**config.mk**
```make
export PLATFORM = sky130hd
export DESIGN_NAME = dark_channel_min
export DESIGN_NICKNAME = d
export VERILOG_FILES = /design/src/rtl/haze_pkg.sv /design/src/rtl/min_cmp8.sv /design/src/rtl/dark_channel_min.sv
export SDC_FILE = /design/constraint.sdc
export NUM_CORES = 1
export LEC_CHECK = 0
export BUFFER_PORTS_ARGS = -buffer_cell sky130_fd_sc_hd__buf_2
export CAP_MARGIN = 40
export CORE_MARGIN = 8
export CORE_UTILIZATION = 40
export DETAILED_ROUTE_END_ITERATION = 12
export GPL_TIMING_DRIVEN = 1
export MAX_ROUTING_LAYER = met4
export RECOVER_POWER = 50
export SLEW_MARGIN = 20
export SYNTH_ARGS = -nofsm -noshare
export SYNTH_HDL_FRONTEND = slang
export SYNTH_SLANG_ARGS = --single-unit
```
**constraint.sdc**
```tcl
create_clock -name clk -period 5 [get_ports clk]
set_input_delay 0.25 -clock clk [delete_from_list [all_inputs] [get_ports clk]]
set_output_delay 0.25 -clock clk [all_outputs]
set_load 0.005 [all_outputs]
```
**src/rtl/haze_pkg.sv**
```systemverilog
// Shared types and helpers for the haze-removal datapath.
package haze_pkg;

  localparam int unsigned DEF_DATA_W = 8;
  localparam logic [DEF_DATA_W-1:0] PIX_MAX = '1;

  typedef struct packed {
    logic [DEF_DATA_W-1:0] r;
    logic [DEF_DATA_W-1:0] g;
    logic [DEF_DATA_W-1:0] b;
  } rgb_t;

  function automatic logic [DEF_DATA_W-1:0] min3(input rgb_t p);
    logic [DEF_DATA_W-1:0] m;
    m = (p.r < p.g) ? p.r : p.g;
    return (m < p.b) ? m : p.b;
  endfunction

endpackage

```
**src/rtl/min_cmp8.sv**
```systemverilog
// Combinational two-input unsigned minimum.
module min_cmp8 #(
  parameter int unsigned W = 8
) (
  input  logic [W-1:0] a_i,
  input  logic [W-1:0] b_i,
  output logic [W-1:0] min_o
);

  always_comb begin
    min_o = (a_i < b_i) ? a_i : b_i;
  end

endmodule

```
**src/rtl/dark_channel_min.sv**
```systemverilog
// Two-stage streaming dark-channel extractor: RGB minimum, then trailing per-line window minimum.
// Optional frame maximum tracking of the output is enabled with DCM_MAXTRACK_EN.
module dark_channel_min
  import haze_pkg::*;
#(
  parameter int unsigned DATA_W = DEF_DATA_W,
  parameter int unsigned WIN    = 3,
  parameter int unsigned LINE_W = 640
) (
  input  logic              clk,
  input  logic              rst,
  input  logic              in_valid,
  output logic              in_ready,
  input  logic              in_sol,
  input  logic [DATA_W-1:0] in_r,
  input  logic [DATA_W-1:0] in_g,
  input  logic [DATA_W-1:0] in_b,
`ifdef DCM_MAXTRACK_EN
  input  logic              in_sof,
  output logic [DATA_W-1:0] dark_max,
`endif
  output logic              out_valid,
  input  logic              out_ready,
  output logic [DATA_W-1:0] out_dark,
  output logic              out_sol,
  output logic              out_eol
);

  localparam int unsigned CntW = (LINE_W > 1) ? $clog2(LINE_W) : 1;
  localparam logic [CntW-1:0] ColLast = CntW'(LINE_W - 1);

  logic              en, accept;
  logic              s1_valid_q, s1_valid_d, s1_sol_q, s1_sol_d;
  logic [DATA_W-1:0] s1_min_q, s1_min_d;
  logic              out_valid_q, out_valid_d, out_sol_q, out_sol_d, out_eol_q, out_eol_d;
  logic [DATA_W-1:0] out_dark_q, out_dark_d;
  logic [CntW-1:0]   col_q, col_d;
  logic [DATA_W-1:0] rg_min, rgb_min, win_min;

  assign en       = !out_valid_q || out_ready;
  assign in_ready = !rst && en;
  assign accept   = in_valid && in_ready;

  min_cmp8 #(.W(DATA_W)) u_min_rg  (.a_i(in_r),   .b_i(in_g), .min_o(rg_min));
  min_cmp8 #(.W(DATA_W)) u_min_rgb (.a_i(rg_min), .b_i(in_b), .min_o(rgb_min));

  if (WIN > 1) begin : g_hist
    logic [DATA_W-1:0] hist_q   [WIN-1];
    logic [DATA_W-1:0] hist_d   [WIN-1];
    logic [DATA_W-1:0] hist_eff [WIN-1];
    logic [DATA_W-1:0] chain    [WIN];

    // A line start masks the history so the window never reaches into the previous line.
    always_comb begin
      for (int unsigned i = 0; i < WIN - 1; i++) begin
        hist_eff[i] = s1_sol_q ? '1 : hist_q[i];
      end
    end

    assign chain[0] = s1_min_q;
    for (genvar i = 0; i < int'(WIN) - 1; i++) begin : g_tree
      min_cmp8 #(.W(DATA_W)) u_min_win (
        .a_i  (chain[i]),
        .b_i  (hist_eff[i]),
        .min_o(chain[i+1])
      );
    end
    assign win_min = chain[WIN-1];

    always_comb begin
      hist_d = hist_q;
      if (en && s1_valid_q) begin
        hist_d[0] = s1_min_q;
        for (int unsigned i = 1; i < WIN - 1; i++) begin
          hist_d[i] = hist_eff[i-1];
        end
      end
    end

    always_ff @(posedge clk) begin
      if (rst) hist_q <= '{default: '1};
      else     hist_q <= hist_d;
    end
  end else begin : g_nohist
    assign win_min = s1_min_q;
  end

  always_comb begin
    s1_valid_d  = s1_valid_q;
    s1_sol_d    = s1_sol_q;
    s1_min_d    = s1_min_q;
    out_valid_d = out_valid_q;
    out_dark_d  = out_dark_q;
    out_sol_d   = out_sol_q;
    out_eol_d   = out_eol_q;
    col_d       = col_q;
    if (en) begin
      s1_valid_d  = accept;
      s1_sol_d    = in_sol;
      s1_min_d    = rgb_min;
      out_valid_d = s1_valid_q;
      if (s1_valid_q) begin
        out_dark_d = win_min;
        out_sol_d  = s1_sol_q;
        // Saturate on overlong lines so eol stays asserted until the next sol.
        if (s1_sol_q)              col_d = '0;
        else if (col_q != ColLast) col_d = col_q + 1'b1;
        out_eol_d = (col_d == ColLast);
      end
    end
  end

  always_ff @(posedge clk) begin
    if (rst) begin
      s1_valid_q  <= 1'b0;
      s1_sol_q    <= 1'b0;
      s1_min_q    <= '0;
      out_valid_q <= 1'b0;
      out_dark_q  <= '0;
      out_sol_q   <= 1'b0;
      out_eol_q   <= 1'b0;
      col_q       <= '0;
    end else begin
      s1_valid_q  <= s1_valid_d;
      s1_sol_q    <= s1_sol_d;
      s1_min_q    <= s1_min_d;
      out_valid_q <= out_valid_d;
      out_dark_q  <= out_dark_d;
      out_sol_q   <= out_sol_d;
      out_eol_q   <= out_eol_d;
      col_q       <= col_d;
    end
  end

  assign out_valid = out_valid_q;
  assign out_dark  = out_dark_q;
  assign out_sol   = out_sol_q;
  assign out_eol   = out_eol_q;

`ifdef DCM_MAXTRACK_EN
  logic              s1_sof_q, s1_sof_d, out_sof_q, out_sof_d;
  logic [DATA_W-1:0] dark_max_q, dark_max_d;

  always_comb begin
    s1_sof_d   = s1_sof_q;
    out_sof_d  = out_sof_q;
    dark_max_d = dark_max_q;
    if (en) begin
      s1_sof_d = in_sof;
      if (s1_valid_q) out_sof_d = s1_sof_q;
    end
    // Frame start restarts the maximum from this pixel rather than folding it in.
    if (out_valid_q && out_ready) begin
      if (out_sof_q || (out_dark_q > dark_max_q)) dark_max_d = out_dark_q;
    end
  end

  always_ff @(posedge clk) begin
    if (rst) begin
      s1_sof_q   <= 1'b0;
      out_sof_q  <= 1'b0;
      dark_max_q <= '0;
    end else begin
      s1_sof_q   <= s1_sof_d;
      out_sof_q  <= out_sof_d;
      dark_max_q <= dark_max_d;
    end
  end

  assign dark_max = dark_max_q;
`endif

endmodule

```
==> summary.txt, run 1 <==
Finish
  – Share of layout cells above drive strength 1: 0.114
  – Multi-input logic area: 2000 µm²
  – Diode count: 0
  – Seq. cell area: 941 µm²
  – Most common cell after layout, fill and taps aside: nor2_1
  – Fill count: 834
  – Area Growth Syn to Fin: 10.9%
  – Commonest non-fill, non-tap cells in the layout: nor2_1 (57), nand2_1 (56), dfxtp_1 (47)
  – Final net count: 503

Yosys
  – Post-synth EDFFs: 0
  – Yosys reg bits: 47
  – Mapped Cells: 415
  – Post-synth cell types: 57
  – Post-Synthesis Cell Area: 3150 µm²
  – Ys flop type: dfxtp_1
  – Synthesized Nets: 472
  – Syn avg cell area: 7.60 µm²
  – Seq/Total Area, Yosys: 0.298
  – Yosys warns: 0
  – Async SR Flop Fraction: 0

Timing
  – Worst Tran Pin Value: 0.703 ns
  – Rel. slew slack: 0.531
  – RSZ-0062 raised after global routing: false
  – Final worst-path cycle share: 0.895
  – Setup TNS: 0 ns
  – Fin Hold WS: 0.202 ns
  – Final hold viol count: 0
  – Fmax: 223 MHz
  – Final slew viol count: 0
  – Final setup viols: 0
  – Shortest period the worst path allows: 4.48 ns
  – Clk_skew: 0.00872 ns

Flow run
  – Max_cap viols: 0

Worst hold path
  – Hold Crit Depth: 3
  – HP Start: in_valid
  – Hold WC Path Type: in -> reg

Setup path
  – Crit path launch: s1_sol_q$_SDFFE_PP0N_
  – Critical path's slowest cell: dfxtp_1
  – Critical path cell sequence: nor2_1, ha_1, a21o_1, a21oi_1, o211ai_1, or2_2, a21oi_1, ha_1, a21oi_1, o21ai_0, a2111oi_0, nor2_1, a211oi_2, buf_4, nor4_1, a311o_1
  – CP endpoint kind: flip-flop
  – Setup CP Type: reg -> reg
  – Reg2Reg Depth: 16
  – WP data arrival: 4.65 ns
  – CP startpoint kind: flip-flop
  – CP Data Required Time: 5.18 ns
  – CP most frequent cell: a21oi_1
  – Worst-path fanout max: 21
  – CP max stage delay: 0.78 ns
  – Reg2Reg Launch Point: s1_sol_q$_SDFFE_PP0N_

GRT
  – Vias in the first global route: 2972
  – Met3 Use GR: 0.0221
  – Grt ovf: 0
  – First-pass GRT wire length: 13.3 mm
  – Met1 Use GR: 0.180
  – Grt met2 use: 0.227
  – Initial antenna violation count: 0
  – Pin count of the biggest net entering global routing: 53
  – Grt peak-use layer: met2
  – GR Util All Layers: 0.141

Detailed routing
  – Routed wire length: 7.28 mm
  – DR vias: 2925
  – Routed Antenna Nets: 0
  – Vias per std cell: 5.33
  – Drt wl/cell: 13.3 µm
  – Number of detailed-route iterations in the first pass: 4
  – Starting DRT DRC Count: 92
  – DR DRC count: 0

Clock network
  – Bufs on Longest Clock Path: 2
  – H-tree levels: 2
  – CTS tree: done
  – Post-CTS Hold Buffers: 0
  – Clk Latency, worst-skew pair: 0.29 ns
  – Num Clock Sinks: 47
  – Worst-path clk slew: 0.09 ns
  – Cts repair resizes: 0
  – Clock root buffer: clkbuf_8
  – Clock buffer count from CTS: 5
  – Post-CTS Setup Repair Bufs: 0

Placed design
  – Port Buf Inserts: 40
  – Hpwl dp: 5.52 mm
  – Routability cong.: 0.853

Floorplanning
  – Overall die height: 105 µm
  – Die footprint: 11000 µm²
  – FP Rows: 32
  – Core area: 7690 µm²
  – Die Wd: 105 µm
  – Ports: 41
  – Initial Util: 0.410

Power and ir drop
  – Clock Power Share: 0.247
  – Tot Pwr: 874 µW
  – Pint: 597 µW
  – Lkg Pwr: 0.00146 µW
  – Combinational share of power: 0.260
  – Switch share: 0.317
  – Sequential share of power: 0.493
  – Pwr Density: 250 nW/µm²
  – P_sw: 277 µW
  – Peak supply drop: 0.110 mV

Outcome
  – Outcome: finished clean
cell type report:
class                      instances  share of cell area
multi-input combinational        319               0.573
sequential                        47               0.269
timing repair buffer              48              0.0719
tap                              102              0.0365
inverter                          25              0.0268
clock buffer                       7              0.0218
clock inverter                     1             0.00143
kinds of logic after synthesis:
logic type | Yosys count | share of synthesized area
simple gates | 182 | 0.278
compound gates | 99 | 0.216
buf+inv | 49 | 0.0662
flops | 47 | 0.298
fa+ha+maj | 28 | 0.111
mux | 6 | 0.0194
xor+xnor | 4 | 0.0111
stage by stage:
| stage | worst slack, ns | area, µm² | utilization | std cells |
|---|---|---|---|---|
| floorplan | 0.937 | 3150 | - | 415 |
| global placement | 0.673 | 3420 | 0.445 | 540 |
| detailed placement | 0.590 | 3440 | 0.447 | 541 |
| CTS | 0.545 | 3520 | 0.458 | 549 |
| global route | 0.144 | 3500 | 0.455 | 549 |
| finish | 0.525 | 3500 | 0.455 | 549 |
power groups by stage:
| stage | registers (µW) | logic [µW] | clock network, µW |
|---|---|---|---|
| global placement | 439 | 224 | 0 |
| detailed placement | 439 | 230 | 0 |
| floorplan | 431 | 170 | 0 |
| global route | 436 | 262 | 242 |
| CTS | 431 | 232 | 229 |
| finish | 431 | 227 | 216 |
state kept, by name, indices dropped and copies added (netlist names), 8 cells and up:
signal	count
out_dark	8
g_hist.hist_q	16
col_q	10
s1_min_q	8
path summary, 6_finish.rpt:
path | endpoint | slack [ns]
hold / removal | s1_valid_q$_SDFFE_PP0N_ | 0.20
setup / recovery | out_dark[3]$_SDFFE_PP0P_ | 0.52
hold reg to reg | out_eol$_SDFFE_PP0P_ | 0.46
setup reg to reg | out_dark[3]$_SDFFE_PP0P_ | 0.52
critical path: cells and delay by family, from the launching register on:
family,cells,cell delay (ns)
flip-flops,1,0.78
AO/OA/AOI/OAI,9,1.87
AND/OR/NAND/NOR,4,0.82
buffers and inverters,1,0.24
adder cells (fa/ha/maj),2,0.65
metal layers:
metal  share of wire  wire length (µm)
met4          0.0087                63
met1            0.52              3760
met5               0                 0
met3           0.036               260
met2            0.44              3190
cell usage after synthesis, types with 2 or more instances:
cell / instances / area (µm²)
a211o_1: 8 / 70.1
a211oi_1: 6 / 45.0
a21oi_1: 31 / 155
a221o_1: 2 / 20.0
a311o_1: 3 / 30.0
a31oi_1: 4 / 25.0
buf_1: 3 / 11.3
buf_4: 3 / 22.5
clkbuf_1: 15 / 56.3
dfxtp_1: 47 / 941
ha_1: 28 / 350
inv_1: 25 / 93.8
mux2i_1: 5 / 50.1
nand2_1: 56 / 210
nand2b_1: 10 / 62.6
nand3_1: 4 / 20.0
nand3b_1: 8 / 60.1
nand4_1: 3 / 18.8
nor2_1: 57 / 214
nor3_1: 17 / 85.1
nor3b_1: 5 / 37.5
nor4_1: 10 / 62.6
o21ai_0: 18 / 90.1
o21bai_1: 4 / 30.0
o221ai_1: 7 / 61.3
or4_1: 2 / 15.0
xnor2_1: 4 / 35.0
(Power assumes the default switching activity.)
==> run 2, diff against run 1 <==
- CORE_UTILIZATION: 40 -> 30
- PLACE_DENSITY: default -> 0.58
==> run 2 against run 1 <==
- the flow now finishes with violations (capacitance limit, slew limit)
- total power grew 2.2%
- core utilization shrank 11 points
- routed wire length grew 3.1%
- critical path depth is the same
- hold slack lost 0.012 ns
- count of clock-buffer cells in the layout shrank 1
- design area grew 0.75%
- non-clock buffer count is the same
- via count grew 0.41%
- die area grew 28%
- register-to-register slack gained 0.02 ns
- maximum frequency grew 0.43%
- largest cell class unchanged
==> summary.txt, run 2 (synthesis gave the netlist of run 1 again) <==
Timing
  – Clk_skew: 0.00776 ns (was 0.00872 ns)
  – Rel. slew slack: -0.121 (was 0.531)
  – Final worst-path cycle share: 0.891 (was 0.895)
  – Final setup viols: 0 (unchanged)
  – Fmax: 224 MHz (was 223 MHz)
  – Worst Tran Pin Value: 1.68 ns (was 0.703 ns)
  – Final slew viol count: 42 (was 0)
  – RSZ-0062 raised after global routing: false (unchanged)
  – Shortest period the worst path allows: 4.46 ns (was 4.48 ns)
  – Setup TNS: 0 ns (unchanged)
  – Final hold viol count: 0 (unchanged)

Detailed routing
  – DR vias: 2937 (was 2925)
  – Vias per std cell: 5.05 (was 5.33)
  – Number of detailed-route iterations in the first pass: 4 (unchanged)
  – Drt wl/cell: 12.9 µm (was 13.3 µm)
  – Starting DRT DRC Count: 132 (was 92)
  – Routed wire length: 7.51 mm (was 7.28 mm)
  – Routed Antenna Nets: 0 (unchanged)
  – DR DRC count: 0 (unchanged)

Setup path
  – Worst Path Buf+Inv: 1 (unchanged)
  – WP data arrival: 4.64 ns (was 4.65 ns)
  – Reg2Reg Launch Point: s1_sol_q$_SDFFE_PP0N_ (unchanged)
  – CP delay by family, top: compound AO/OA/AOI/OAI gates (unchanged)
  – Critical path cell sequence: nor2_1, ha_1, a21o_1, a21oi_1, o211ai_1, or2_2, a21oi_1, ha_1, a21oi_1, o21ai_0, a2111oi_0, nor2_1, a211oi_2, buf_4, nor4_1, a311o_1 (unchanged)
  – CP endpoint kind: flip-flop (unchanged)
  – R2r endpoint: out_dark[7]$_SDFFE_PP0P_ (was out_dark[3]$_SDFFE_PP0P_)
  – Setup CP Type: reg -> reg (unchanged)
  – Reg2Reg Depth: 16 (unchanged)
  – CP startpoint kind: flip-flop (unchanged)
  – Worst-path fanout max: 21 (unchanged)
  – CP most frequent cell: a21oi_1 (unchanged)
  – R2R Setup Slk: 0.54 ns (was 0.52 ns)
  – Critical path's slowest cell: dfxtp_2 (was dfxtp_1)
  – CP Data Required Time: 5.19 ns (was 5.18 ns)
  – CP max stage delay: 0.58 ns (was 0.78 ns)

GRT
  – Initial antenna violation count: 0 (unchanged)
  – First-pass GRT wire length: 13.1 mm (was 13.3 mm)
  – Grt ovf: 0 (unchanged)
  – GR Util All Layers: 0.109 (was 0.141)
  – Vias in the first global route: 2895 (was 2972)
  – Pin count of the biggest net entering global routing: 42 (was 53)

Clock network
  – Clock root buffer: clkbuf_8 (unchanged)
  – CTS tree: done (unchanged)
  – Clock buffer count from CTS: 5 (unchanged)
  – Worst-path clk slew: 0.09 ns (about the same)
  – Num Clock Sinks: 47 (unchanged)
  – Bufs on Longest Clock Path: 2 (unchanged)
  – H-tree levels: 2 (unchanged)
  – Clk Latency, worst-skew pair: 0.30 ns (was 0.29 ns)

Finish
  – Diode count: 0 (unchanged)
  – Share of layout cells above drive strength 1: 0.119 (was 0.114)
  – Final Instance Area: 3530 µm² (was 3500 µm²)
  – Max FFs per register: 16 (unchanged)
  – Area Growth Syn to Fin: 11.8% (was 10.9%)
  – Commonest non-fill, non-tap cells in the layout: nor2_1 (57), nand2_1 (56), dfxtp_1 (46) (was nor2_1 (57), nand2_1 (56), dfxtp_1 (47))
  – Largest Register: g_hist.hist_q (unchanged)
  – Top flop regs: g_hist.hist_q x16, col_q x10 (unchanged)
  – Final core occ: 0.343 (was 0.455)
  – Fill count: 1121 (was 834)
  – Final net count: 503 (unchanged)
  – Most common cell after layout, fill and taps aside: nor2_1 (unchanged)

Floorplanning
  – Die Wd: 119 µm (was 105 µm)
  – Overall die height: 119 µm (was 105 µm)
  – Die footprint: 14100 µm² (was 11000 µm²)
  – FP Rows: 37 (was 32)
  – Core area: 10300 µm² (was 7690 µm²)
  – Ports: 41 (unchanged)
  – Initial Util: 0.307 (was 0.410)

Placed design
  – Routability cong.: 0.867 (was 0.853)
  – Hpwl dp: 5.69 mm (was 5.52 mm)
  – DP Area: 3450 µm² (was 3440 µm²)
  – Port Buf Inserts: 40 (unchanged)

Worst hold path
  – Hold Path End: s1_valid_q$_SDFFE_PP0N_ (unchanged)
  – Hold WC Path Type: in -> reg (unchanged)
  – Hold Crit Depth: 3 (unchanged)
  – HP Start: in_valid (unchanged)

Flow run
  – Max_cap viols: 1 (was 0)

Power and ir drop
  – Lkg Pwr: 0.00145 µW (was 0.00146 µW)
  – Peak supply drop: 0.105 mV (was 0.110 mV)
  – Pwr Density: 253 nW/µm² (was 250 nW/µm²)

Outcome
  – Failing checks: capacitance limit, slew limit
  – Outcome: finished with violations (was finished clean)
run 2: what timing repair did:
item | CTS | global route
gates resized for setup | 0 | 1
endpoints found under the setup margin | 0 | 6
hold buffers | 0 | 0
buffers inserted | 0 | 0
run 2: through the flow:
stage / hold WS (ns) / total power, µW / cells / worst slack [ns]
finish: 0.191 / 893 / 582 / 0.544
global route: 0.201 / 958 / 582 / 0.147
CTS: 0.189 / 903 / 580 / 0.347
detailed placement: 0.444 / 669 / 573 / 0.395
global placement: 0.440 / 660 / 573 / 0.564
floorplan: 0.390 / 601 / 415 / 0.937
run 2: where the power goes:
group,switching (µW),internal (µW)
clock,124,109
combinational,133,95.1
sequential,28.7,403
total,286,607
run 2: worst max path at each step:
| stage | start | end | slack [ns] | cells past startpoint |
|---|---|---|---|---|
| 3_3_place_gp | s1_sol_q$_SDFFE_PP0N_ | out_dark[7]$_SDFFE_PP0P_ | 0.56 | 16 |
| 6_report | s1_sol_q$_SDFFE_PP0N_ | out_dark[7]$_SDFFE_PP0P_ | 0.54 | 16 |
| 2_1_floorplan | s1_sol_q$_SDFFE_PP0N_ | out_dark[0]$_SDFFE_PP0P_ | 0.94 | 17 |
| 4_1_cts | s1_sol_q$_SDFFE_PP0N_ | out_dark[7]$_SDFFE_PP0P_ | 0.35 | 16 |
| 3_5_place_dp | s1_sol_q$_SDFFE_PP0N_ | out_dark[7]$_SDFFE_PP0P_ | 0.39 | 16 |
| 5_1_grt | s1_sol_q$_SDFFE_PP0N_ | out_dark[7]$_SDFFE_PP0P_ | 0.15 | 16 |
run 2: cell type report:
cell class / instances / area, µm² / share of cell area
inverters: 25 / 93.8 / 0.0266
repair buffers: 48 / 243 / 0.0688
clock buffers: 6 / 82.6 / 0.0234
clock inverters: 1 / 5.00 / 0.00142
well taps: 136 / 170 / 0.0483
flip-flops and latches: 47 / 942 / 0.267
multi-input cells: 319 / 1990 / 0.564
run 2: tightest hold or removal path: stages:
cell and delay [ns]:
buf_2 0.10, nand2_1 0.04, a21oi_1 0.05
run 2: layer usage:
metal / global-route usage / up-vias / share of wire
met1: 0.143 / 1322 / 0.53
met5: - / - / 0
li1: - / 1547 / -
met4: 0.0285 / 0 / 0.010
met3: 0.0162 / 6 / 0.028
met2: 0.172 / 62 / 0.43
